<file path="config.mk">
export PLATFORM = sky130hd
export DESIGN_NAME = regfile_wb_arbiter
export DESIGN_NICKNAME = d
export VERILOG_FILES = /design/src/rtl/regfile_wb_arbiter.sv
export SDC_FILE = /design/constraint.sdc
export NUM_CORES = 1
export LEC_CHECK = 0
export BUFFER_PORTS_ARGS = -buffer_cell sky130_fd_sc_hd__buf_4
export CORE_AREA = 5 5 148 150
export DETAILED_ROUTE_END_ITERATION = 16
export DIE_AREA = 0 0 153 155
export PLACE_DENSITY_LB_ADDON = 0.05
export SLEW_MARGIN = 20
export SYNTH_ARGS = -nofsm -noshare
export SYNTH_HDL_FRONTEND = slang
export SYNTH_SLANG_ARGS = --single-unit
export TNS_END_PERCENT = 50
</file>
<file path="constraint.sdc">
create_clock -name clk -period 6.8 [get_ports clk]
set_input_delay 0.68 -clock clk [delete_from_list [all_inputs] [get_ports clk]]
set_output_delay 0.68 -clock clk [all_outputs]
set_load 0.05 [all_outputs]
</file>
<file path="src/rtl/regfile_wb_arbiter.sv">
// -----------------------------------------------------------------------------
// regfile_wb_arbiter
//
// Shares the single register-file write port between NUM_REQ writeback
// requesters (ALU, load unit, multiplier, branch-link, ...). Requesters are
// served round-robin. The winner's destination address is decoded into a
// one-hot 32-bit write enable and presented through one registered output
// stage. Writes to ZERO_REG consume a grant but never produce a write enable.
//
// Ports:
//   clk        in   rising-edge system clock
//   reset      in   asynchronous, active-low reset
//   req_valid  in   [NUM_REQ]            per-requester pending write
//   req_addr   in   [5*NUM_REQ]          destination register, slice i = [5i+4:5i]
//   req_data   in   [DATA_WIDTH*NUM_REQ] write data, sliced per requester
//   req_ready  out  [NUM_REQ]            combinational one-hot grant
//   rf_busy    in   register file cannot accept a write this cycle
//   wr_en      out  [32]                 registered one-hot write enable
//   wr_addr    out  [5]                  registered write address
//   wr_data    out  [DATA_WIDTH]         registered write data
//   wr_valid   out  registered write strobe, equals |wr_en
//   grant_id   out  [3]                  requester that produced the wr_* contents
// -----------------------------------------------------------------------------
module regfile_wb_arbiter #(
  parameter int unsigned NUM_REQ    = 4,
  parameter int unsigned DATA_WIDTH = 64,
  parameter int unsigned ZERO_REG   = 31
) (
  input  logic                          clk,
  input  logic                          reset,
  input  logic [NUM_REQ-1:0]            req_valid,
  input  logic [5*NUM_REQ-1:0]          req_addr,
  input  logic [DATA_WIDTH*NUM_REQ-1:0] req_data,
  output logic [NUM_REQ-1:0]            req_ready,
  input  logic                          rf_busy,
  output logic [31:0]                   wr_en,
  output logic [4:0]                    wr_addr,
  output logic [DATA_WIDTH-1:0]         wr_data,
  output logic                          wr_valid,
  output logic [2:0]                    grant_id
);

  localparam int unsigned PtrW = (NUM_REQ > 1) ? $clog2(NUM_REQ) : 1;

  // ---------------------------------------------------------------------------
  // Per-requester views of the flattened address/data buses
  // ---------------------------------------------------------------------------
  logic [4:0]            addr_arr [NUM_REQ];
  logic [DATA_WIDTH-1:0] data_arr [NUM_REQ];

  for (genvar gi = 0; gi < NUM_REQ; gi++) begin : g_unpack
    assign addr_arr[gi] = req_addr[5*gi +: 5];
    assign data_arr[gi] = req_data[DATA_WIDTH*gi +: DATA_WIDTH];
  end

  // ---------------------------------------------------------------------------
  // State
  // ---------------------------------------------------------------------------
  logic [PtrW-1:0]       rr_ptr_q, rr_ptr_d;
  logic [31:0]           wr_en_q, wr_en_d;
  logic [4:0]            wr_addr_q, wr_addr_d;
  logic [DATA_WIDTH-1:0] wr_data_q, wr_data_d;
  logic                  wr_valid_q, wr_valid_d;
  logic [2:0]            grant_id_q, grant_id_d;

  // ---------------------------------------------------------------------------
  // Round-robin search: first valid requester starting at rr_ptr_q
  // ---------------------------------------------------------------------------
  logic [PtrW-1:0] cand;
  logic [PtrW-1:0] grant_idx;
  logic            grant_found;

  always_comb begin
    grant_found = 1'b0;
    grant_idx   = '0;
    cand        = '0;
    for (int unsigned i = 0; i < NUM_REQ; i++) begin
      cand = PtrW'((32'(rr_ptr_q) + i) % NUM_REQ);
      if (!grant_found && req_valid[cand]) begin
        grant_found = 1'b1;
        grant_idx   = cand;
      end
    end
  end

  // A grant is only offered when the register file can take it and the block
  // is out of reset; req_ready is therefore also the transfer condition.
  logic grant_active;
  assign grant_active = grant_found && !rf_busy && reset;

  always_comb begin
    req_ready = '0;
    if (grant_active) begin
      req_ready = NUM_REQ'(1) << grant_idx;
    end
  end

  // ---------------------------------------------------------------------------
  // Winner selection and address decode
  // ---------------------------------------------------------------------------
  logic [4:0]            sel_addr;
  logic [DATA_WIDTH-1:0] sel_data;
  logic                  sel_is_zero;

  assign sel_addr    = addr_arr[grant_idx];
  assign sel_data    = data_arr[grant_idx];
  assign sel_is_zero = (sel_addr == 5'(ZERO_REG));

  // ---------------------------------------------------------------------------
  // Next-state for the output stage and the priority pointer
  // ---------------------------------------------------------------------------
  always_comb begin
    rr_ptr_d   = rr_ptr_q;
    wr_en_d    = wr_en_q;
    wr_addr_d  = wr_addr_q;
    wr_data_d  = wr_data_q;
    wr_valid_d = wr_valid_q;
    grant_id_d = grant_id_q;

    // While rf_busy is high everything holds so the presented write stays
    // visible to the register file until it is taken.
    if (!rf_busy) begin
      if (grant_active) begin
        wr_addr_d  = sel_addr;
        wr_data_d  = sel_data;
        grant_id_d = 3'(grant_idx);
        wr_en_d    = sel_is_zero ? 32'd0 : (32'd1 << sel_addr);
        wr_valid_d = !sel_is_zero;
        rr_ptr_d   = PtrW'((32'(grant_idx) + 32'd1) % NUM_REQ);
      end else begin
        wr_en_d    = '0;
        wr_valid_d = 1'b0;
      end
    end
  end

  always_ff @(posedge clk or negedge reset) begin
    if (!reset) begin
      rr_ptr_q   <= '0;
      wr_en_q    <= '0;
      wr_addr_q  <= '0;
      wr_data_q  <= '0;
      wr_valid_q <= 1'b0;
      grant_id_q <= '0;
    end else begin
      rr_ptr_q   <= rr_ptr_d;
      wr_en_q    <= wr_en_d;
      wr_addr_q  <= wr_addr_d;
      wr_data_q  <= wr_data_d;
      wr_valid_q <= wr_valid_d;
      grant_id_q <= grant_id_d;
    end
  end

  assign wr_en    = wr_en_q;
  assign wr_addr  = wr_addr_q;
  assign wr_data  = wr_data_q;
  assign wr_valid = wr_valid_q;
  assign grant_id = grant_id_q;

  // ---------------------------------------------------------------------------
  // Structural invariants
  // ---------------------------------------------------------------------------
  a_ready_onehot : assert property (@(posedge clk) disable iff (!reset)
    $onehot0(req_ready));

  a_valid_is_en : assert property (@(posedge clk) disable iff (!reset)
    wr_valid == (|wr_en));

endmodule

</file>
## Yosys cells after proc, flatten, opt, wreduce, memory -nomap -nowiden

Index checks and enable logic that the tools add are counted.
Widths: inputs -> output; s select.

| cells by class | value |
|---|---|
| add/sub/neg operators | 4 |
| $lt $le $gt $ge | 5 |
| eq/ne operators | 1 |
| shifts and indexed selects | 2 |
| muxes and demuxes | 26 |
| bitwise gates (word level) | 2 |
| reductions and logical operators | 11 |

Operators by type and width:

| cell | count |
|---|---|
| $bmux 64 s2 | 1 |
| $mux 64 | 2 |
| $mux 32 | 2 |
| $shl 1x5->32 const A | 1 |
| $lt 2x3->1 const B | 4 |
| $bmux 5 s2 | 1 |
| $mux 5 | 2 |
| $mux 1 | 9 |
| $bmux 1 s2 | 4 |
| $mux 2 | 4 |
| $eq 5x5->1 const B | 1 |
| $logic_and 1x1->1 | 5 |
| $logic_not 1->1 | 5 |
| $add 2x1->2 const B | 2 |
| $add 2x2->2 const B | 2 |
| $mux 4 | 1 |
| $shl 1x2->4 const A | 1 |
| $ge 3x3->1 const B | 1 |
| $not 2->3 | 1 |
| $reduce_and 2->1 | 1 |
| $not 1->1 | 1 |

| storage, ports and cells | value |
|---|---|
| register bits after elaboration | 106 |
| input bits | 283 |
| output and inout port bits | 109 |
| word-level logic and storage cells | 57 |

## Logic depth before layout (Yosys ltp)

Gate-level depths: netlist (run 1).

| depth | value |
|---|---|
| depth after elaboration | 19 |
| depth in mapped cells | 12 |

## Worst setup path after synthesis (run 1)

Ideal clock, no wire load.

| path | value |
|---|---|
| path type | input-to-output |
| start | input port req_valid[2] |
| end | output port req_ready[0] |
| arrival | 2.434 ns |
| required time | 6.120 ns |
| path slack | 3.686 ns |
| stages | 10 |
| path buffers | 4 |
| path through | nor2b_1 -> a221oi_1 -> o21ba_1 -> buf_6 -> buf_8 -> inv_1 -> buf_2 -> buf_2 -> ha_1 -> and2_1 |

| between the ends | value |
|---|---|
| cells in the longest elaborated chain, start to end | 15 |

RTL lines:

| element | line | source |
|---|---|---|
| start, declared | 31 | `input logic [NUM_REQ-1:0] req_valid,` |
| $bmux 1 s2 | 79 | `if (!grant_found && req_valid[cand]) begin` |
| $mux 1 (implied by the code) | 79 |  |
| $mux 1 | 79 |  |
| $logic_not 1->1 | 79 |  |
| $logic_and 1x1->1 | 79 |  |
| $mux 1 | 79 |  |
| $logic_not 1->1 | 79 |  |
| $logic_and 1x1->1 | 79 |  |
| $mux 1 | 79 |  |
| $logic_not 1->1 | 79 |  |
| $logic_and 1x1->1 | 79 |  |
| $mux 1 | 79 |  |
| $logic_and 1x1->1 (2 in series) | 89 | `assign grant_active = grant_found && !rf_busy && reset;` |
| $mux 4 (*) | 93 | `if (grant_active) begin` |
| end, declared | 34 | `output logic [NUM_REQ-1:0] req_ready,` |

Mark *: on every way between the ends. The rest lies on a longest branch, timed or not. The select of a mux whose other input is x is not followed.

## Worst setup path in the final report (run 1)

| path | value |
|---|---|
| start | input port req_valid[2] |
| end | output port req_ready[3] |

The elaborated chain is that of the path after synthesis.

==> metrics.cfg, run 1 <==
[synthesis]
postSynthRegisterBits = 106
seq_area_frac_synth_pct = 42.41
post_synth_instance_area_um2 = 6255
most_frequently_used_flop_master_after_synthesis = dfrtp_1
synthArstFlopShare_pct = 100.0
synth.avg_cell_area_um2 = 7.156
synth-edff-count = 0
gate_count_after_technology_mapping = 874
synth_fp_nets = 1161
synthesis.yosys.warnings = 0
synth_cell_types = 37

[place]
gp_routability_congestion = 0.8462
place_area_um2 = 9289
dp_hpwl_um = 19880
port-buffer-count = 390

[cells_and_area]
n_antenna_cell = 0
final_layout_size_suffix_gt1_share_pct = 34.75
layout.cell_area.non_filler_um2 = 9577
ff_latch_area_um2 = 2653
multi_input_comb_area_um2 = 3306
nNetsFinal = 1502
final_util_pct = 46.59
nFillCells = 2195
synthToLayoutAreaGrowth_pct = 53.11

[grt]
grt_pass1_vias = 6765
grt.overflow.total = 0
grt_util_all_layers_pct = 20.32
global_route_wire_length_before_repair_um = 38080
grt_antenna_before_repair = 0
grt_max_degree = 79

[status]
status = finished clean

[route]
route.vias.total = 6967
drt_iter0_drc = 329
drt.antenna.violating_nets = 0
drt-wirelength-per-cell_um = 16.98
detail_route.first_pass.iterations = 4
drt_drc_violations_left = 0
avgViaCountPerCell = 4.660
routed_wirelength_um = 25380

[clock_network]
post_cts.repair.setup_buffers = 0
clk_slew_on_worst_s_h_paths_ns = 0.07
cts.htree.levels = 3
tritoncts = yes
numCtsBuffers = 9
cts_sinks = 106
ctsRootBufferMaster = clkbuf_16
worstSkewPairLatency_ns = 0.34
ctsResizeCount = 0
clock_tree.buffer_depth = 2
cts_hold_repair.buffers = 0

[floorplanning]
floorplan.core_area_um2 = 20560
initial_core_util_pct = 30.43
design.die.area_um2 = 23720
design.portCount = 392
die_w_um = 153
die_h_um = 155
rows = 53

[sta]
finalMaxSlewViolations = 0
timing.final.crit_share_pct = 57.35
fin_crit_ns = 3.900
timing_worst_slew_pin_value_ns = 0.9641
timing.max_slew.rel_slack_pct = 35.73
fmax_achieved_mhz = 256.4
number_of_hold_slack_violations_in_the_final_timing_report = 0
setup_total_negative_slack_ns = 0
final-setup-viol-count = 0
fin_worst_skew_ns = 0.004085
rsz0062_at_grt = no

[power_and_ir_drop]
power.leakage_uw = 0.004898
ir_drop_mv = 0.1111
cellPowerDensity_nw_per_um2 = 314.5

[setup_path]
timing.critical_path.max_delay_family = buffers and inverters
category_of_the_worst_setup_path_launch_point = input port
critPathArrivalTime_ns = 3.22
critPathMaxStageDelay_ns = 0.83
critical_path.cell_chain = buf_4 -> nor2b_1 -> a221oi_1 -> o21ba_4 -> buf_4 -> ha_1 -> and2_1 -> buf_4
setup.worst_path.end_class = primary output
cp.required_ns = 6.12
path_max_fanout = 76
critical-path-slowest-cell = o21ba_4
setup.worst_path.class = input port to primary output
worstPathBufferInverterCount = 3
crit_top_cell = buf_4

[job]
max_cap_violations = 0

[worst_hold_path]
min_path_type = input port to async pin

==> state kept, by name, summed over array words and instances (netlist names) <==
| name | flops |
|---|---|
| wr_data | 64 |
| wr_en | 32 |
| wr_addr | 5 |
| grant_id | 2 |
| rr_ptr_q | 2 |
| wr_valid | 1 |
==> power breakdown <==
group | internal, uW | switching (uW) | leakage, uW
combinational | 515 | 1120 | 0.00341
sequential | 770 | 85.6 | 0.00135
clock | 285 | 232 | 0.000136
==> cells by family after synthesis <==
kind of cell / count (synthesis) / share of synthesized area, %
adders and majority gates: 4 / 0.8002
buffers and inverters: 69 / 4.981
muxes: 16 / 2.720
other: 1 / 0.05995
and+or+nand+nor: 503 / 33.83
DFF: 106 / 42.41
AOI/OAI and AO/OA: 175 / 15.20
==> synth_stat cells (2+ instances only) <==
| library cell | number | area, um^2 |
|---|---|---|
| clkbuf_1 | 32 | 120.1 |
| buf_1 | 9 | 33.78 |
| mux2i_1 | 11 | 110.1 |
| inv_1 | 2 | 7.510 |
| buf_2 | 21 | 105.1 |
| ha_1 | 4 | 50.05 |
| nand2b_1 | 2 | 12.51 |
| nand4bb_1 | 3 | 33.78 |
| mux2_2 | 4 | 45.04 |
| a21oi_1 | 5 | 25.02 |
| nand3_1 | 64 | 320.3 |
| a32o_1 | 2 | 20.02 |
| dfrtp_1 | 106 | 2653 |
| and2_1 | 6 | 37.54 |
| o21ai_0 | 150 | 750.7 |
| a22o_1 | 13 | 113.9 |
| buf_4 | 2 | 15.01 |
| nand2_1 | 219 | 822.0 |
| nor2_1 | 197 | 739.5 |
| nor2b_1 | 3 | 18.77 |
| nor4b_4 | 3 | 71.32 |
==> worst paths after layout <==
path | start | endpoint | slack [ns] | depth (start not counted)
worst min register to register | wr_data[36] | wr_data[36] | 0.48 | 2
worst max-delay path | req_valid[2] | req_ready[3] | 2.90 | 8
max in group asynchronous | reset | wr_data[57] | 5.21 | 2
worst min-delay path | reset | wr_en[16] | 0.40 | 1
min in group clk | wr_data[36] | wr_data[36] | 0.48 | 2
worst max register to register | rr_ptr_q[1] | wr_en[27] | 3.29 | 8
==> routing by layer <==
metal | wire, um | GRT usage (%)
met1 | 10220 | 23.66
met5 | 0 | 0
met3 | 1942 | 6.259
met2 | 12660 | 36.12
met4 | 552 | 6.025
==> metrics by stage <==
stage	setup slack, ns	cells	hold WS (ns)	total power [uW]
5_1_grt	2.713	1495	0.4508	3222
6_report	2.900	1495	0.3988	3011
4_1_cts	2.853	1495	0.4319	3056
3_5_place_dp	2.863	1479	0.4713	2531
3_3_place_gp	2.836	1479	0.4637	2526
2_1_floorplan	3.686	874	0.3844	1946
==> cells in the final DEF, fill, tap and decap left out, types with 2 or more instances in the layout <==
| cell type | netlist | routed |
|---|---|---|
| nor2_1 | 197 | 197 |
| a32o_1 | 2 | 2 |
| clkinvlp_4 | 0 | 2 |
| o21ai_0 | 150 | 150 |
| a22o_1 | 13 | 13 |
| buf_4 | 2 | 396 |
| clkbuf_1 | 32 | 2 |
| and2_1 | 6 | 6 |
| a21oi_1 | 5 | 5 |
| ha_1 | 4 | 4 |
| mux2i_1 | 11 | 11 |
| clkinv_2 | 0 | 2 |
| mux2_2 | 4 | 4 |
| nand3_1 | 64 | 64 |
| nor4b_4 | 3 | 3 |
| clkbuf_16 | 0 | 9 |
| nand2_1 | 219 | 219 |
| dfrtp_1 | 106 | 106 |
| nand2b_1 | 2 | 2 |
| nand4bb_1 | 3 | 3 |
| nor2b_1 | 3 | 3 |
==> layout make-up <==
class | instances | area share, %
Sequential cell | 106 | 27.70
Clock inverter | 5 | 0.5749
Clock buffer | 11 | 2.430
Multi-Input combinational cell | 699 | 34.52
Timing Repair Buffer | 396 | 31.04
Inverter | 3 | 0.1437
Tap cell | 275 | 3.593
(Power assumes the default switching activity.)
==> run 2, diff against run 1 <==
--- a/config.mk
+++ b/config.mk
@@ -5,10 +5,11 @@
 export SDC_FILE = /design/constraint.sdc
 export NUM_CORES = 1
 export LEC_CHECK = 0
+export ABC_AREA = 1
 export BUFFER_PORTS_ARGS = -buffer_cell sky130_fd_sc_hd__buf_4
-export CORE_AREA = 5 5 148 150
+export CORE_AREA = 5 5 151 153
 export DETAILED_ROUTE_END_ITERATION = 16
-export DIE_AREA = 0 0 153 155
+export DIE_AREA = 0 0 156 158
 export PLACE_DENSITY_LB_ADDON = 0.05
 export SLEW_MARGIN = 20
 export SYNTH_ARGS = -nofsm -noshare
==> constraint.sdc (replaced) <==
create_clock -name clk -period 4 [get_ports clk]
set_input_delay 0.4 -clock clk [delete_from_list [all_inputs] [get_ports clk]]
set_output_delay 0.4 -clock clk [all_outputs]
set_load 0.05 [all_outputs]
==> run 2 against run 1 <==
  * Clock skew grew 0.0051 ns
  * Die area grew 3.9%
  * Area after synthesis grew 2.9%
  * Critical path type is now register to primary output
  * Via count grew 3.9%
  * Wire length grew 12%
  * First-iteration DRC count grew 39%
==> metrics.cfg, run 2 <==
[setup_path]
timing.rr.end = wr_data[46]
ff2ff_path_depth = 15  ; +7
category_of_the_worst_setup_path_launch_point = register
r2r-start = rr_ptr_q[0]
worstPathBufferInverterCount = 4  ; +1
critical-path-slowest-cell = dfrtp_1
path_max_fanout = 38  ; -50%
cp.required_ns = 3.60  ; -2.52 ns
crit_top_cell = nand2_4
critPathMaxStageDelay_ns = 0.58  ; -0.25 ns
critPathArrivalTime_ns = 3.03  ; -0.19 ns
setup.worst_path.class = register to primary output
setup.worst_path.end_class = primary output
timing.critical_path.max_delay_family = simple AND/OR/NAND/NOR gates
critical_path.cell_chain = inv_2 -> nand2_1 -> nand2_4 -> nand2_2 -> nand2_2 -> nor2_4 -> nand3_2 -> nand2_4 -> nand2_4 -> inv_4 -> ha_1 -> inv_1 -> nor2_1 -> buf_4
flop2flop_setup_slack_ns = 0.82  ; -2.47 ns

[grt]
grt.overflow.total = 0  ; unchanged
grt_pass1_vias = 7317  ; +8.2%
grt_antenna_before_repair = 0  ; unchanged
global_route_wire_length_before_repair_um = 42260  ; +11%
grt_util_all_layers_pct = 22.04  ; +1.7 points
grt_max_degree = 114  ; +44%

[place]
pre_cts_setup_slack_ns = 0.8436  ; -2.019 ns
gp_routability_congestion = 0.8427  ; -0.41%
dp_hpwl_um = 21630  ; +8.8%
port-buffer-count = 390  ; unchanged

[synthesis]
most_frequently_used_flop_master_after_synthesis = dfrtp_1
most_common_cell_in_the_synthesized_netlist = nand2_1
seq_area_frac_synth_pct = 41.23  ; -1.2 points
synthArstFlopShare_pct = 100.0  ; unchanged
synthesis.yosys.warnings = 0  ; unchanged
post_synth_instance_area_um2 = 6434  ; +2.9%
synth_largest_area_cell = dfrtp_1
synth-edff-count = 0  ; unchanged
post_synth_main_area_contributors = dfrtp_1 (41%), nand2_1 (10%), nor2_1 (9.7%), o21ai_0 (6.2%), o221ai_1 (4.8%)
synth_cell_types = 35  ; -5.4%
synth.cells.most_frequent = nand2_1 (173), nor2_1 (166), dfrtp_1 (106), o21ai_0 (80), o21ai_1 (53)
top_cell_type_s_share_of_synthesized_area_pct = 41.23  ; -1.2 points
synth.avg_cell_area_um2 = 7.551  ; +5.5%
postSynthRegisterBits = 106  ; unchanged
synth_fp_nets = 1139  ; -1.9%
gate_count_after_technology_mapping = 852  ; -2.5%

[power_and_ir_drop]
power.leakage_uw = 0.004849  ; -1.0%
cellPowerDensity_nw_per_um2 = 1034  ; +230%
ir_drop_mv = 0.7684  ; +590%

[sta]
number_of_hold_slack_violations_in_the_final_timing_report = 0  ; unchanged
fmax_achieved_mhz = 291.4
fin_crit_ns = 3.432
timing.max_slew.rel_slack_pct = 45.55  ; +9.8 points
post_route_hold_slack_ns = 0.1661  ; -0.2327 ns
finalMaxSlewViolations = 0  ; unchanged
timing_worst_slew_pin_value_ns = 0.8167  ; -0.1473 ns
setup_total_negative_slack_ns = 0  ; unchanged
fin_worst_skew_ns = 0.009212  ; +0.005127 ns
timing.final.crit_share_pct = 85.81
fin_ws_ns = 0.5678  ; -2.333 ns
rsz0062_at_grt = no
final-setup-viol-count = 0  ; unchanged

[route]
routed_wirelength_um = 28340  ; +12%
avgViaCountPerCell = 4.880  ; +4.7%
drt_iter0_drc = 456  ; +39%
drt.antenna.violating_nets = 0  ; unchanged
route.vias.total = 7242  ; +3.9%
detail_route.first_pass.iterations = 5  ; +1
drt-wirelength-per-cell_um = 19.10  ; +12%
drt_drc_violations_left = 0  ; unchanged

[cells_and_area]
synthToLayoutAreaGrowth_pct = 51.54
most-common-layout-cells = buf_4 (398), nand2_1 (173), nor2_1 (166), dfrtp_1 (106), o21ai_0 (80)
final_layout_size_suffix_gt1_share_pct = 39.78  ; +5.0 points
largest_reg_flops = 64  ; unchanged
nFillCells = 2216  ; +0.96%
nNetsFinal = 1486  ; -1.1%
most_common_library_cell_in_the_layout_ignoring_fill_and_taps = buf_4
n_antenna_cell = 0  ; unchanged

[clock_network]
post_cts.repair.setup_buffers = 0  ; unchanged
tritoncts = yes
worstSkewPairLatency_ns = 0.35  ; about the same
ctsRootBufferMaster = clkbuf_16
clock_tree.buffer_depth = 2  ; unchanged
numCtsBuffers = 9  ; unchanged
cts.htree.levels = 3  ; unchanged
cts_sinks = 106  ; unchanged
clk_slew_on_worst_s_h_paths_ns = 0.08  ; about the same
cts_hold_repair.buffers = 0  ; unchanged
ctsResizeCount = 0  ; unchanged

[status]
status = finished clean

[floorplanning]
design.portCount = 392  ; unchanged
rows = 54  ; +1.9%
design.die.area_um2 = 24650  ; +3.9%
floorplan.core_area_um2 = 21420  ; +4.2%
die_h_um = 158  ; +1.9%
die_w_um = 156  ; +2.0%
initial_core_util_pct = 30.04  ; -0.39 points

[job]
max_cap_violations = 0  ; unchanged

[worst_hold_path]
min_path_type = input port to async pin

==> run 2: cell types whose count changed after synthesis, sizes merged, moves of 13 or more <==
cell    previous run  this run
nor2             197       176
a31oi              1        22
o21bai             0        23
nand2            219       199
clkbuf            32        18
o221ai             0        35
a22o              13         0
inv                3        28
nand3             64        28
==> run 2: logic make-up (layout without fill, tap and decap cells) <==
family	after synthesis	after routing	synth area share, %
buffers and inverters	91	443	7.254
adders and majority gates	4	4	0.7779
DFF	106	106	41.23
and+or+nand+nor	416	416	27.99
AOI/OAI and AO/OA	234	234	22.70
other	1	1	0.05829
==> run 2: metal layers <==
metal	global-route usage, %	share of wire (%)	vias to the layer above
met3	6.889	7.6	34
li1	-	-	3566
met1	26.53	39	3391
met4	6.461	2.6	0
met2	37.96	51	251
met5	0	0	-
==> run 2: layout make-up <==
| class | count | area [um^2] | area share, % |
|---|---|---|---|
| timing repair buffer | 399 | 3008 | 30.85 |
| inverter | 28 | 112.6 | 1.155 |
| clock inverter | 7 | 81.33 | 0.8342 |
| tap | 280 | 350.3 | 3.593 |
| multi-input combinational | 655 | 3319 | 34.05 |
| sequential | 106 | 2653 | 27.21 |
| clock buffer | 9 | 225.2 | 2.310 |
==> run 2: worst register-to-register path, cell delays in order, from the launching register on <==
cell	delay (ns)
dfrtp_1	0.58
inv_2	0.16
nand2_1	0.14
nand2_4	0.07
nand2_2	0.07
nand2_2	0.06
nor2_4	0.11
nand3_2	0.11
nand2_4	0.12
nand2_4	0.27
inv_4	0.38
buf_12	0.36
nand2_1	0.25
nand2_1	0.17
nand2_1	0.08
o311ai_0	0.11
==> run 2: where the power goes <==
group	switching, uW	internal (uW)
clock network	484	448
registers	284	1530
logic	5220	2110
total	5990	4090
==> run 2: per-stage QoR <==
stage          area (um^2)  power (uW)  utilization [%]  instances
2_1_floorplan         6434        7336                -        852
3_3_place_gp          9443        9237            44.09       1468
3_5_place_dp          9443        9227            44.09       1468
4_1_cts               9749       10190            45.52       1484
5_1_grt               9749       10900            45.52       1484
6_report              9749       10080            45.52       1484
==> run 2: worst max path at each step <==
| stage | endpoint | slack [ns] | from | cells past startpoint |
|---|---|---|---|---|
| 3_5_place_dp | wr_en[9] | 0.84 | rr_ptr_q[0] | 17 |
| 4_1_cts | req_ready[1] | 0.54 | rr_ptr_q[0] | 14 |
| 5_1_grt | req_ready[1] | 0.28 | rr_ptr_q[0] | 14 |
| 2_1_floorplan | req_ready[0] | 1.08 | rr_ptr_q[0] | 13 |
| 6_report | req_ready[1] | 0.57 | rr_ptr_q[0] | 14 |
| 3_3_place_gp | wr_en[12] | 0.89 | rr_ptr_q[0] | 16 |
